## src/rtl/ir_fetch_ctrl.sv

```systemverilog
// Instruction-fetch sequencer: assembles 16-bit instructions from byte memory
// into the IR and hands them to the decoder via a valid/ready handshake.
module ir_fetch_ctrl #(
   parameter int unsigned            ADDR_W   = 8,
   parameter logic [ADDR_W-1:0]      RESET_PC = '0
) (
   input  logic              clk,
   input  logic              rst_n,
   input  logic              run,
   input  logic [7:0]        mem_data,
   input  logic              instr_ready,
   input  logic              pc_load,
   input  logic [ADDR_W-1:0] pc_in,
   output logic [ADDR_W-1:0] mem_addr,
   output logic [7:0]        ir_I,
   output logic [1:0]        ir_funsel,
   output logic              ir_lh,
   output logic              ir_enable,
   output logic              instr_valid,
   output logic [ADDR_W-1:0] pc
);

   typedef enum logic [2:0] {
      S_CLR,
      S_IDLE,
      S_FETCH_LO,
      S_FETCH_HI,
      S_VALID
   } state_t;

   localparam logic [1:0] FS_CLR  = 2'b00;
   localparam logic [1:0] FS_LOAD = 2'b01;

   state_t            state_q, state_d;
   logic [ADDR_W-1:0] pc_q, pc_d;

   always_ff @(posedge clk or negedge rst_n) begin
      if (!rst_n) begin
         state_q <= S_CLR;
         pc_q    <= RESET_PC;
      end else begin
         state_q <= state_d;
         pc_q    <= pc_d;
      end
   end

   always_comb begin
      state_d     = state_q;
      pc_d        = pc_q;
      ir_funsel   = FS_CLR;
      ir_lh       = 1'b0;
      ir_enable   = 1'b0;
      instr_valid = 1'b0;
      unique case (state_q)
         S_CLR: begin
            ir_enable = 1'b1;
            state_d   = S_IDLE;
         end
         S_IDLE: begin
            if (run) state_d = S_FETCH_LO;
         end
         S_FETCH_LO: begin
            ir_enable = 1'b1;
            ir_funsel = FS_LOAD;
            pc_d      = pc_q + ADDR_W'(1);
            state_d   = S_FETCH_HI;
         end
         S_FETCH_HI: begin
            ir_enable = 1'b1;
            ir_funsel = FS_LOAD;
            ir_lh     = 1'b1;
            pc_d      = pc_q + ADDR_W'(1);
            state_d   = S_VALID;
         end
         S_VALID: begin
            instr_valid = 1'b1;
            // pc_load only matters on the handshake edge
            if (instr_ready) begin
               if (pc_load) pc_d = pc_in;
               state_d = run ? S_FETCH_LO : S_IDLE;
            end
         end
         default: state_d = S_CLR;
      endcase
   end

   assign mem_addr = pc_q;
   assign pc       = pc_q;
   assign ir_I     = mem_data;

endmodule

```

## config.mk

```make
export PLATFORM = sky130hd
export DESIGN_NAME = ir_fetch_ctrl
export DESIGN_NICKNAME = d
export VERILOG_FILES = /design/src/rtl/ir_fetch_ctrl.sv
export SDC_FILE = /design/constraint.sdc
export NUM_CORES = 1
export LEC_CHECK = 0
export CORE_MARGIN = 2
export CORE_UTILIZATION = 30
export DETAILED_ROUTE_END_ITERATION = 8
export MAX_ROUTING_LAYER = met4
export PLACE_DENSITY = 0.68
export SYNTH_ARGS = -nofsm -noshare
export SYNTH_HDL_FRONTEND = slang
export SYNTH_SLANG_ARGS = --single-unit
```

## constraint.sdc

```tcl
create_clock -name clk -period 2.4 [get_ports clk]
set_clock_uncertainty 0.1 [all_clocks]
set_input_delay 0.48 -clock clk [delete_from_list [all_inputs] [get_ports clk]]
set_output_delay 0.48 -clock clk [all_outputs]
set_load 0.03 [all_outputs]
```

-- After elaboration in Yosys (flattened, before gate mapping)
Cells that the tools add are included.
- add/subtract/negate cells: 1
- equality and inequality tests: 7
- multiplexer cells: 11
- reductions and logical operators: 6
- operators with widths (kind ; number):
    2-to-1 mux 8 bit ; 2
    case mux 8 bit (2 select lines) ; 1
    case mux 3 bit (5 select lines) ; 1
    adder 8 x 1 -> 8 bit (second input constant) ; 1
    equality test 3 x 2 -> 1 bit (second input constant) ; 2
    2-to-1 mux 3 bit ; 2
    inequality test 2 bit (second input constant) ; 3
    2-to-1 mux 1 bit ; 4
    equality test 3 x 1 -> 1 bit (second input constant) ; 1
    equality test 3 bit (second input constant) ; 1
    logical NOT 3 bit ; 1
    AND reduction 3 bit ; 1
    OR reduction 3 bit ; 1
    2-to-1 mux 2 bit ; 1
    AND reduction 2 bit ; 1
    nonzero test 2 bit ; 1
    OR reduction 2 bit ; 1
- register bits after elaboration: 11
- input port bits: 21
- logic and storage cells: 27

-- Depth between registers and ports, before layout
Gate-level depths: netlist (run 1).
- depth in word-level cells: 4
- mapped depth: 7

-- Worst setup path after synthesis (run 1)
No wires, ideal clock.
- kind: register to output
- start: register state_q[2]
- end: output port ir_lh
- arrival: 1.306 ns
- required time: 1.820 ns
- path slack: 0.514 ns
- cell stages (with the launch flop): 4
- path buffers: 0
- cell sequence: dfrtp_1 > nand2b_1 > inv_1 > and2_1
- word-level cells in the longest chain between the ends: 2
- ends and longest elaborated chain (element ; line ; RTL):
    from (decl) ; 34 ; state_t state_q, state_d;
    from (signal assigned) ; 42 ; state_q <= state_d;
    equality test 3 x 2 -> 1 bit ; 54 ; unique case (state_q)
    2-to-1 mux 1 bit ; 54 ;
    to (decl) ; 17 ; output logic ir_lh,
Every way passes these cells.

-- Worst setup path in the final report (run 1)
- start: register state_q[2]
- end: output port ir_funsel[0]
- word-level cells in the longest chain between the ends: 3
- elaborated cells between the ends (all ways): 4
- those cells by class: eq/ne: 2; mux: 1; reduce/logical: 1
- ends and longest elaborated chain (element ; line ; RTL):
    equality test 3 x 2 -> 1 bit ; 54 ;
    OR reduction 2 bit (no source line) (*) ; n/a ;
    2-to-1 mux 1 bit (*) ; 54 ;
    to (decl) ; 16 ; output logic [1:0] ir_funsel,
Every way passes the cells marked *; elsewhere a longest branch is shown, timed or not.

==> reports/qor.txt, run 1 <==
Run status -> completed
Net Count, Synth -> 117
Largest net degree at the start of global routing -> 15
Slew at the pin with the worst max-slew slack -> 509 ps
Initial antenna violation count -> 0
Detail Route Antenna Nets -> 0
First-pass DRT Iterations -> 4
Share of the synthesized area in the top cell type -> 34.8%
Vias in the first global route -> 645
CTS Root Cell -> clkbuf_4
RSZ-0062 raised after global routing -> false
Number of synthesized flops with an enable pin -> 0
Total negative slack -> 0 ps
Avg Inst Size Synth -> 8.34 sq um
Pleak -> 0.000460 uW
TritonCTS clock tree -> built
Power density over the cells -> 1580 mW/mm^2
Largest stage delay, worst path -> 700 ps
Top-count cell post-synth -> buf_4
Synthesized instance count -> 95
Type of origin of the critical path -> flop
Fin. max-slew vios -> 0
Sw Ratio -> 50.6%
Clock power share -> 7.6%
CP Capture Type -> output port
CP Cell Sequence -> nand2b_1, inv_1, clkdlybuf4s50_1
CTS sink count -> 11
Iteration-0 DRC Markers -> 21
Rows -> 18
Max-cap violations -> 0
Cell Area, Synth -> 792 sq um
Critical path depth -> 3
Crit Path Max Fanout -> 8
RePlAce Congestion -> 0.872
Buf+Inv Stages, Crit Path -> 2
# port buffers -> 32
First-pass GRT wire length -> 3.00 mm
Yosys top cell by area -> dfrtp_1
Average wire per standard cell -> 12.5 um
GRT Residual Overflow -> 0
Min-Delay Path Class -> primary input to async pin
H-Tree Level Count -> 1
DRC -> 0
Synthesized flop and latch total -> 11
DP HPWL -> 1.42 mm
Non-filler cells, final -> 143
Crit Path Class -> flop to output port
Initial Utilization -> 31.7%
WP data required -> 1820 ps
Ant. Diodes -> 0
# setup viols final -> 0
Sequential power share -> 26.1%
Area contributors post-synth -> dfrtp_1, buf_4, a21oi_1
List of most frequent post-synthesis cells -> buf_4, dfrtp_1, a21oi_1, nand2_1, inv_1
Final count of hold timing violations -> 0
Slowest cell on crit path -> clkdlybuf4s50_1
Total Routed Length -> 1.79 mm
Comb pwr share -> 66.3%
Via count -> 714
Tot GR Track Use -> 12.6%
Fmax -> 0.432 GHz
Sw Pwr -> 830 uW
Max clock buf depth -> 2
Die area -> 0.00307 sq mm
Min Tclk post-route -> 2320 ps
Post-synth ARST share -> 100%
Core area -> 0.00250 sq mm
Total power -> 1640 uW
Nets@finish -> 136
Horiz. Die Dim -> 55.4 um
Placed cell count -> 139
Seq/Total Area, Yosys -> 34.8%
Die height -> 55.4 um
Critical path arrival -> 1740 ps
Family with the most delay on the worst path -> buffers and inverters
Dominant synthesized flop cell -> dfrtp_1
Reg2Reg Depth -> 5
Tcrit/Tclk final -> 96.5%
Layout cells sized above 1 -> 7.08%
Critical R2R Capture -> mem_addr[4]
Layout fillers -> 253
Setup bufs post-CTS -> 0
Worst VDD drop -> 0.813 mV
Relative slew slack -> 65.9%
Cell variety after synth -> 29
Reg2reg setup slack -> 670 ps
Num CTS Buffers -> 3
Vias per cell -> 4.99
Later-pin clock latency in the skew report -> 260 ps
Worst-path clk slew -> 70 ps
Synth warn -> 0
R2r startpoint -> state_q[1]
Area growth syn-to-layout -> 31.1%
Boundary Pins -> 50
Internal power -> 812 uW
cells by family (layout without fill, tap and decap cells):
| family | after synthesis | in the layout | synth area share (%) |
|---|---|---|---|
| AND/OR/NAND/NOR | 28 | 28 | 17.9 |
| other | 1 | 1 | 0.473 |
| multiplexers | 1 | 1 | 1.26 |
| buffers and inverters | 26 | 44 | 21.6 |
| adder cells (fa/ha/maj) | 1 | 1 | 1.58 |
| flip-flops | 11 | 11 | 34.8 |
| AO/OA/AOI/OAI | 27 | 27 | 22.4 |
placed cells by master, fill, tap and decap left out, types with 2 or more instances in the layout:
cell	instances
a21o_1	2
a21oi_1	10
a31oi_1	2
and3_1	2
buf_4	3
clkbuf_4	3
clkdlybuf4s50_1	30
dfrtp_1	11
inv_1	6
nand2_1	10
nand2b_1	2
nand3_1	4
nand4_1	3
nor2_1	3
o21ai_0	3
o21ai_1	2
o31a_1	2
o32ai_1	2
worst max-delay path by stage:
stage	from	end
finish	state_q[2]	ir_funsel[0]
global route	state_q[2]	ir_funsel[0]
floorplan	state_q[2]	ir_lh
detailed placement	state_q[2]	ir_lh
CTS	state_q[2]	ir_funsel[0]
global placement	state_q[2]	ir_lh
power by group through the flow:
stage	Combinational, uW	Clock, uW	Sequential [uW]
final	1090	125	428
after global routing	1160	136	454
after CTS	1100	130	427
after detailed placement	1100	0	430
after global placement	1090	0	426
after floorplan	682	0	524
worst reg2reg max path: stages, from the launching register on:
cell and delay, ps:
dfrtp_1 450, or3b_1 390, buf_4 200, o21ai_4 280, a21oi_1 100, a21oi_1 130
flip-flops by register name, indices dropped and copies added (netlist names):
register,count
mem_addr,8
state_q,3
per-layer routing:
layer | wire length, um | share of wire [%] | track usage [%] | vias up
met5 | 0 | 0 | - | -
met4 | 19 | 1.1 | 4.88 | 0
met3 | 130 | 7.3 | 4.92 | 2
met2 | 846 | 47 | 19.4 | 33
met1 | 790 | 44 | 14.8 | 322
li1 | - | - | - | 357
stage by stage:
stage | setup slack [ps] | util, % | hold slack (ps) | area, sq um
final | 83.5 | 41.5 | 450 | 1040
after global routing | 9.09 | 41.5 | 504 | 1040
after CTS | 82.3 | 41.5 | 456 | 1040
after detailed placement | 237 | 40.5 | 446 | 1010
after global placement | 291 | 40.5 | 429 | 1010
after floorplan | 514 | - | 84.4 | 792
layout make-up:
class                      count  area, sq um  share of cell area (%)
inverter                       6         22.5                    2.17
timing repair buffer          34          332                    31.9
sequential                    11          275                    26.5
clock buffer                   4         26.3                    2.53
multi-input combinational     58          345                    33.3
tap                           30         37.5                    3.61
what timing repair did:
item	CTS	global route
setup endpoints to repair	1	0
resized for setup	1	0
hold buffers	0	0
Note: power is estimated with default switching activity, not from simulation.
==> run 2: changes to the inputs <==
--- a/config.mk
+++ b/config.mk
@@ -12,2 +12,3 @@
 export PLACE_DENSITY = 0.68
+export SKIP_LAST_GASP = 1
 export SYNTH_ARGS = -nofsm -noshare
--- a/constraint.sdc
+++ b/constraint.sdc
@@ -4,2 +4,2 @@
 set_output_delay 0.48 -clock clk [all_outputs]
-set_load 0.03 [all_outputs]
+set_load 0.005 [all_outputs]
==> run 2 against run 1 <==
Compared with the run above: sequential share of layout area up 0.30 points; combinational power fell by 30%; clock power about the same; via count rose by 0.84%; critical path depth is 1 higher; count of clock-buffer cells in the layout did not move; core utilization grew 0.10 points; sequential cell count is the same; sequential power up 4%; largest cell class unchanged; highest routed layer is now met3.
==> reports/qor.txt, run 2 (same netlist as run 1, synthesis figures left out) <==
First-pass GRT wire length -> 3.07 mm (was 3.00 mm)
Pleak -> 0.000442 uW (was 0.000460 uW)
Power density over the cells -> 1270 mW/mm^2 (was 1580 mW/mm^2)
CP Capture Type -> output port (unchanged)
Worst VDD drop -> 0.741 mV (was 0.813 mV)
Tcrit/Tclk final -> 97.2% (was 96.5%)
Total power -> 1330 uW (was 1640 uW)
Sequential power share -> 33.4% (was 26.1%)
Ant. Diodes -> 0 (unchanged)
Layout fillers -> 251 (was 253)
Max reg flops -> 8 (unchanged)
Tot GR Track Use -> 12.9% (was 12.6%)
Crit Path Max Fanout -> 8 (unchanged)
Resized Gates After CTS -> 1 (unchanged)
CTS Hold Bufs -> 0 (unchanged)
Area occupied by registers -> 279 sq um (was 275 sq um)
Min Tclk post-route -> 2330 ps (was 2320 ps)
Run status -> completed (unchanged)
Rows -> 18 (unchanged)
Comb pwr share -> 57.2% (was 66.3%)
CTS sink count -> 11 (unchanged)
Num CTS Buffers -> 3 (unchanged)
Clock power share -> 9.4% (was 7.6%)
Internal power -> 813 uW (was 812 uW)
CTS Root Cell -> clkbuf_4 (unchanged)
Total Routed Length -> 1.88 mm (was 1.79 mm)
Max-cap violations -> 0 (unchanged)
Min-Delay Path Class -> flop to flop (was primary input to async pin)
Vias per cell -> 5.07 (was 4.99)
Sw Pwr -> 514 uW (was 830 uW)
Final count of hold timing violations -> 0 (unchanged)
Iteration-0 DRC Markers -> 39 (was 21)
Commonest non-fill, non-tap cell in the layout -> clkdlybuf4s50_1 (unchanged)
Die area -> 0.00307 sq mm (unchanged)
DRC -> 0 (unchanged)
Initial Utilization -> 31.7% (unchanged)
# port buffers -> 32 (unchanged)
TritonCTS clock tree -> built (unchanged)
DP HPWL -> 1.48 mm (was 1.42 mm)
Fin. max-slew vios -> 0 (unchanged)
Relative slew slack -> 64.7% (was 65.9%)
H-Tree Level Count -> 1 (unchanged)
GRT Residual Overflow -> 0 (unchanged)
Commonest cells after routing, fill and taps aside -> clkdlybuf4s50_1, a21oi_1, nand2_1 (was clkdlybuf4s50_1, dfrtp_1, a21oi_1, nand2_1, inv_1)
WP data required -> 1820 ps (about the same)
Fmax -> 0.429 GHz (was 0.432 GHz)
RePlAce Congestion -> 0.866 (was 0.872)
Initial antenna violation count -> 0 (unchanged)
Sw Ratio -> 38.7% (was 50.6%)
Largest net degree at the start of global routing -> 15 (unchanged)
RSZ-0062 raised after global routing -> true (was false)
Detail Route Antenna Nets -> 0 (unchanged)
Worst-path clk slew -> 70 ps (about the same)
Fin util -> 41.6% (was 41.5%)
Area occupied by multi-input gates -> 348 sq um (was 345 sq um)
Total negative slack -> 0 ps (unchanged)
First-pass DRT Iterations -> 4 (unchanged)
Setup bufs post-CTS -> 0 (unchanged)
Type of origin of the critical path -> flop (unchanged)
Nets@finish -> 135 (was 136)
Vias in the first global route -> 684 (was 645)
Boundary Pins -> 50 (unchanged)
Critical path arrival -> 1750 ps (was 1740 ps)
Max clock buf depth -> 2 (unchanged)
# setup viols final -> 0 (unchanged)
Crit Path Class -> flop to output port (unchanged)
Core area -> 0.00250 sq mm (unchanged)
Later-pin clock latency in the skew report -> 270 ps (was 260 ps)
Average wire per standard cell -> 13.2 um (was 12.5 um)
Area growth syn-to-layout -> 31.4% (was 31.1%)
Layout cells sized above 1 -> 10.7% (was 7.08%)
Via count -> 720 (was 714)
Horiz. Die Dim -> 55.4 um (unchanged)
Slew at the pin with the worst max-slew slack -> 527 ps (was 509 ps)
Die height -> 55.4 um (unchanged)
run 2: path summary, 6_finish.rpt:
path,from,to,depth (start not counted),slack (ps)
setup / recovery,state_q[2],ir_lh,4,70
hold / removal,state_q[0],state_q[0],1,440
setup reg to reg,state_q[1],mem_addr[4],5,630
hold reg to reg,state_q[0],state_q[0],1,440
max in group asynchronous,rst_n,state_q[0],1,1370
min in group asynchronous,rst_n,mem_addr[1],1,460
run 2: power by group through the flow:
stage | clock [uW] | sequential (uW) | combinational (uW)
floorplan | 0 | 395 | 469
global placement | 0 | 425 | 749
detailed placement | 0 | 438 | 756
CTS | 130 | 436 | 762
global route | 138 | 467 | 833
finish | 125 | 443 | 759
run 2: per-layer routing:
metal	routed length, um	share of wire (%)	GRT usage (%)
met2	925	49	21.4
met3	147	7.8	5.39
met5	0	0	-
met1	807	43	14.0
met4	0	0	4.18
run 2: metrics by stage:
stage,instance area [sq um],std cells,hold WS [ps],setup WS (ps)
floorplan,792,95,84.4,756
global placement,1010,138,429,330
detailed placement,1010,138,459,269
finish,1040,142,439,67.0
CTS,1040,142,468,0.170
global route,1040,142,455,-3.30
run 2: critical path, cell delays in order (launching register included):
cell and delay, ps:
dfrtp_2 450, nand2b_2 260, inv_2 120, and2_1 150, clkdlybuf4s50_1 500
run 2: cell type report:
type / instances / share of cell area [%]
clock buffers: 4 / 2.52
well taps: 30 / 3.61
inverters: 6 / 2.16
flip-flops and latches: 11 / 26.8
repair buffers: 33 / 31.5
multi-input cells: 58 / 33.4
